<file path="src/rtl/fetch_seq.sv">
// fetch_seq -- instruction fetch sequencer.
//
// Walks pc from 0 to PROG_LEN-1 against a 1-cycle-latency instruction memory.
// It presents each returned instruction to decode through an output register.
// A one-entry skid buffer holds the single in-flight return when decode stalls.
// Redirects restart fetch at a new pc, or finish the run if the target is
// past the program. halt aborts the run back to IDLE.
//
// Ports
//   clk, rst_n          clock, asynchronous active-low reset
//   start               pulse: begin a run at pc 0 (from IDLE or DONE)
//   halt                abort the run and return to IDLE
//   stall               decode not ready; the held instruction is not consumed
//   redirect_valid/_pc  branch/flush request and its target
//   pc                  fetch address to instruction memory
//   instr_in            memory read data, valid one cycle after pc
//   instr_out/_pc/_valid instruction, its address and valid flag to decode
//   busy                high in RUN or DRAIN
//   done                high in DONE
module fetch_seq #(
    parameter int PROG_LEN = 8,
    parameter int INSTR_W  = 18
) (
    input  logic               clk,
    input  logic               rst_n,
    input  logic               start,
    input  logic               halt,
    input  logic               stall,
    input  logic               redirect_valid,
    input  logic [7:0]         redirect_pc,
    output logic [7:0]         pc,
    input  logic [INSTR_W-1:0] instr_in,
    output logic [INSTR_W-1:0] instr_out,
    output logic               instr_valid,
    output logic [7:0]         instr_pc,
    output logic               busy,
    output logic               done
);

    localparam logic [7:0] LAST_PC  = 8'(PROG_LEN - 1);
    localparam logic [8:0] PROG_END = 9'(PROG_LEN);

    typedef enum logic [1:0] {IDLE, RUN, DRAIN, DONE} state_t;

    state_t              state, state_nxt;
    logic [7:0]          pc_nxt;
    logic                inflight;
    logic [7:0]          inflight_pc;
    logic                skid_valid;
    logic [INSTR_W-1:0]  skid_instr;
    logic [7:0]          skid_pc;

    logic active, flush, issue, load, target_ok;

    assign active    = (state == RUN) || (state == DRAIN);
    // halt and redirect both discard everything fetched so far
    assign flush     = active && (halt || redirect_valid);
    // No issue while the skid buffer is occupied: this caps outstanding
    // fetches at one, so the skid buffer can never overflow.
    assign issue     = (state == RUN) && !stall && !skid_valid && !redirect_valid && !halt;
    assign load      = !instr_valid || !stall;
    assign target_ok = ({1'b0, redirect_pc} < PROG_END);

    assign busy = active;
    assign done = (state == DONE);

    // ---------------- FSM ----------------
    always_ff @(posedge clk or negedge rst_n) begin
        if (!rst_n) begin
            state <= IDLE;
            pc    <= 8'd0;
        end else begin
            state <= state_nxt;
            pc    <= pc_nxt;
        end
    end

    always_comb begin
        state_nxt = state;
        pc_nxt    = pc;
        case (state)
            IDLE, DONE: begin
                if (start && !halt) begin
                    state_nxt = RUN;
                    pc_nxt    = 8'd0;
                end
            end
            RUN, DRAIN: begin
                if (halt) begin
                    state_nxt = IDLE;
                end else if (redirect_valid) begin
                    // An out-of-range target ends the run; pc stays in range.
                    if (target_ok) begin
                        state_nxt = RUN;
                        pc_nxt    = redirect_pc;
                    end else begin
                        state_nxt = DONE;
                    end
                end else if (state == RUN) begin
                    if (issue) begin
                        // pc holds at the last entry so it never leaves the program
                        if (pc == LAST_PC) state_nxt = DRAIN;
                        else               pc_nxt    = pc + 8'd1;
                    end
                end else if (!inflight && !skid_valid && !instr_valid) begin
                    state_nxt = DONE;
                end
            end
            default: state_nxt = IDLE;
        endcase
    end

    // ---------------- in-flight tracking ----------------
    always_ff @(posedge clk or negedge rst_n) begin
        if (!rst_n) begin
            inflight    <= 1'b0;
            inflight_pc <= 8'd0;
        end else begin
            inflight <= issue && !flush;
            if (issue) inflight_pc <= pc;
        end
    end

    // ---------------- skid buffer ----------------
    // Only a return arriving while decode holds a stalled instruction lands
    // here; it drains into the output register on the next load.
    always_ff @(posedge clk or negedge rst_n) begin
        if (!rst_n) begin
            skid_valid <= 1'b0;
            skid_instr <= '0;
            skid_pc    <= 8'd0;
        end else if (flush || load) begin
            skid_valid <= 1'b0;
        end else if (inflight) begin
            skid_valid <= 1'b1;
            skid_instr <= instr_in;
            skid_pc    <= inflight_pc;
        end
    end

    // ---------------- output register ----------------
    always_ff @(posedge clk or negedge rst_n) begin
        if (!rst_n) begin
            instr_valid <= 1'b0;
            instr_out   <= '0;
            instr_pc    <= 8'd0;
        end else if (flush) begin
            instr_valid <= 1'b0;
        end else if (load) begin
            if (skid_valid) begin
                instr_valid <= 1'b1;
                instr_out   <= skid_instr;
                instr_pc    <= skid_pc;
            end else if (inflight) begin
                instr_valid <= 1'b1;
                instr_out   <= instr_in;
                instr_pc    <= inflight_pc;
            end else begin
                instr_valid <= 1'b0;
            end
        end
    end

endmodule

</file>
<file path="config.mk">
export PLATFORM = sky130hd
export DESIGN_NAME = fetch_seq
export DESIGN_NICKNAME = d
export VERILOG_FILES = /design/src/rtl/fetch_seq.sv
export SDC_FILE = /design/constraint.sdc
export NUM_CORES = 1
export LEC_CHECK = 0
export CAP_MARGIN = 40
export CORE_MARGIN = 2
export CORE_UTILIZATION = 50
export CTS_CLUSTER_SIZE = 16
export DETAILED_ROUTE_END_ITERATION = 8
export GPL_ROUTABILITY_DRIVEN = 1
export PLACE_DENSITY = 0.78
export SETUP_SLACK_MARGIN = 0.05
export SLEW_MARGIN = 20
export SYNTH_ARGS = -nofsm -noshare
export SYNTH_HDL_FRONTEND = slang
export SYNTH_SLANG_ARGS = --single-unit
</file>
<file path="constraint.sdc">
create_clock -name clk -period 2.5 [get_ports clk]
set_input_delay 0.5 -clock clk [delete_from_list [all_inputs] [get_ports clk]]
set_output_delay 0.5 -clock clk [all_outputs]
set_load 0.03 [all_outputs]
</file>
==> results of run 1 <==
## placed cells by master (no fill, tap or decap), types with 7 or more instances in the layout
| cell | n |
|---|---|
| nand2_1 | 7 |
| a21oi_1 | 32 |
| mux2_2 | 34 |
| buf_4 | 8 |
| dfrtp_1 | 73 |
| mux2i_1 | 27 |
| clkbuf_8 | 9 |
| clkdlybuf4s50_1 | 66 |
| nor2_1 | 35 |
## power by group through the flow
stage | registers, mW | clock network [mW] | logic [mW]
after floorplan | 2.29 | 0 | 0.732
after global placement | 1.81 | 0 | 2.06
after detailed placement | 1.83 | 0 | 2.09
after CTS | 1.80 | 1.11 | 2.11
after global routing | 1.86 | 1.17 | 2.24
final | 1.80 | 1.09 | 2.08
## cells by family after synthesis
logic type                 count (synthesis)  synth area share
AOI/OAI and AO/OA                         54             0.100
adders and majority gates                  3            0.0112
buffers and inverters                     22            0.0341
DFF                                       73             0.547
muxes                                     61             0.196
and+or+nand+nor                           72             0.111
## layer usage
layer / part of all wire / GRT usage / wire (um) / vias up
li1: - / - / - / 1176
met1: 0.48 / 0.254 / 3060 / 1150
met2: 0.46 / 0.302 / 2970 / 73
met3: 0.050 / 0.0433 / 319 / 7
met4: 0.012 / 0.0635 / 80 / 0
met5: 0 / 0 / 0 / -
## area by class of cell
cell class | count | share of cell area
Sequential cell | 73 | 0.414
Multi-Input combinational cell | 190 | 0.321
Timing Repair Buffer | 79 | 0.181
Clock buffer | 9 | 0.0281
Clock inverter | 7 | 0.0267
Tap cell | 77 | 0.0218
Inverter | 7 | 0.00709
## worst max-delay path: cells and delay by family
family	cells	cell delay [ns]
simple gates	3	1.15
buf+inv	1	0.42
compound gates	2	0.32
## sequential cells by signal, indices dropped and copies added, names as in the netlist
name         count
inflight         1
inflight_pc      8
instr_out       18
instr_pc         8
instr_valid      1
pc               8
skid_instr      18
skid_pc          8
skid_valid       1
state            2
## path summary, 6_finish.rpt
kind,end,slack [ns],cells after the start
worst max-delay path,pc[5]$_DFFE_PN0P_,0.34,6
worst min-delay path,instr_out[17]$_DFFE_PN0P_,0.12,1
worst max register to register,pc[5]$_DFFE_PN0P_,0.43,8
worst min register to register,skid_pc[5]$_DFFE_PN0P_,0.51,1
max in group asynchronous,pc[5]$_DFFE_PN0P_,1.72,2
min in group clk,skid_pc[5]$_DFFE_PN0P_,0.51,1
==> parameters.txt, run 1 <==
Parameter                              Value

Layout
  Non-filler cells in the finished layout    442
  Non-Filler Cell Area, Final    0.00441 mm^2
  Area used by sequential logic in the layout    0.00183 mm^2
  Final design utilization    0.691
  Layout cells sized above 1    0.200
  Final nets    395
  Filler instances    489
  Area growth, synth to finish    32.1%
  Footprint of the multi-input gates    0.00142 mm^2
  Number of inserted diodes    0

Die
  Floorplan die height    85.7 um
  Placeable core region    0.00639 mm^2
  Starting utilization of the core area    0.523
  Total die area    0.00735 mm^2
  Count of standard-cell rows    29
  Boundary pin count    69
  Die W    85.7 um

Yosys
  Yosys warnings    0
  Most numerous cell in the Yosys netlist    dfrtp_1
  Largest area contributor in the netlist    dfrtp_1
  Syn Std Cell Area    0.00334 mm^2
  Distinct cell type count after synthesis    45
  Top FF cell, synth    dfrtp_1
  Mapped Nets    320
  Synth top cells by count    73 x dfrtp_1, 35 x nor2_1, 34 x mux2_2
  Syn Inst Count    285
  Main area contributors after synthesis    dfrtp_1 55%, mux2_2 11%, mux2i_1 8.1%, a21oi_1 4.8%, nor2_1 3.9%
  Mean instance size in the synthesized netlist    11.7 um^2
  Part of the Yosys area used for sequential elements    0.547
  Synthesized flop and latch total    73
  Share of the synthesized area in the top cell type    0.547
  FFs w/ async S/R, synth    1.00
  Number of enable-type register cells in the synthesized netlist    0

STA
  TNS Setup    0 ns
  Final count of hold timing violations    0
  Setup repair after global routing missed its margin    no
  Actual transition at the worst max-transition pin    0.499 ns
  Setup-violating endpoint count in the final report    0
  Final worst slack    0.340 ns
  Maximum clock rate    463 MHz
  Final period demand of the worst path    2.16 ns
  Hold_ws    0.125 ns
  Rel. slew slack    0.667
  Worst-case clock skew    0.0107 ns
  Pins Over Slew Limit    0
  Final clock period utilization by the worst path    0.864

Worst setup path
  Worst Setup SP    redirect_pc[6]
  Slowest cell on the critical path    or4b_1
  CP max FO    5
  Stage delay of the slowest cell on the critical path    0.57 ns
  Critical Path RT    2.73 ns
  Type of the worst setup path    in2reg
  Crit. End Element    flip-flop
  Cell-by-cell trace of the critical path    clkdlybuf4s50_1 -> or4b_1 -> nor3_4 -> a21oi_1 -> or3_4 -> o221ai_1
  Critical Path AT    2.39 ns
  Crit path launch type    input pin
  Start of the worst register-to-register path    state[1]$_DFFE_PN0P_

Power
  Power dissipated by switching net loads    1.84 mW
  PwrDens    1130 mW/mm^2
  Peak ir drop on the vdd network    0.794 mV
  Switching Fraction    0.370
  Gate power share    0.419
  Int Power    3.14 mW
  Relative contribution of the clock network to total power    0.220
  Sequential group share of total power    0.362
  Overall power of the completed layout    4.98 mW
  LEAKAGE    1.92 nW

Routing
  Vias post-DR    2406
  Ratio of routed vias to standard cells    5.44
  Routed len/inst    14.5 um
  Total Routed Length    6.43 mm
  Initial drt markers    152
  Iteration count of the initial detailed-routing pass    4
  Routed Antenna Nets    0
  DRC viols    0

Clock network
  Clk buf depth    2
  Number of H-tree levels    3
  CTS tree    built
  CTS Root Buffer Type    clkbuf_8
  Setup fix buffers added after clock tree synthesis    0
  Hold buffer count at CTS    0
  Resized Gates After CTS    0
  Clock input transition at the sequential cells of the worst setup and hold paths    0.08 ns
  Number of buffers created by CTS    9
  Clock insertion delay at the later pin of the skew report    0.33 ns
  Clock sinks    73

Flow run
  Maximum capacitance violations    0

Placement
  Count of port buffers added during placement    68
  Total instance count after detailed placement    426
  Post-placement worst setup slack    0.00747 ns
  Cell area after placement    0.00417 mm^2
  Routability cong.    0.996
  Final HPWL DP    4.36 mm

Global routing
  Antenna violations before repair    0
  First-pass GRT wire length    11.0 mm
  Vias in the first global route    2458
  Global router's overall resource usage    0.188
  Congestion Overflow GR    0
  Maximum number of pins on one net before global-route repair    55

Outcome
  Run status    finished clean

Worst hold path
  Worst hold path type    in2async
Note: power is estimated with default switching activity, not from simulation.
==> run 2, diff against run 1 <==
--- a/config.mk
+++ b/config.mk
@@ -17,3 +17,4 @@
 export SYNTH_ARGS = -nofsm -noshare
 export SYNTH_HDL_FRONTEND = slang
 export SYNTH_SLANG_ARGS = --single-unit
+export TNS_END_PERCENT = 50
==> results of run 2 <==
The final DEF is identical to that of run 1; final timing and power are the same.
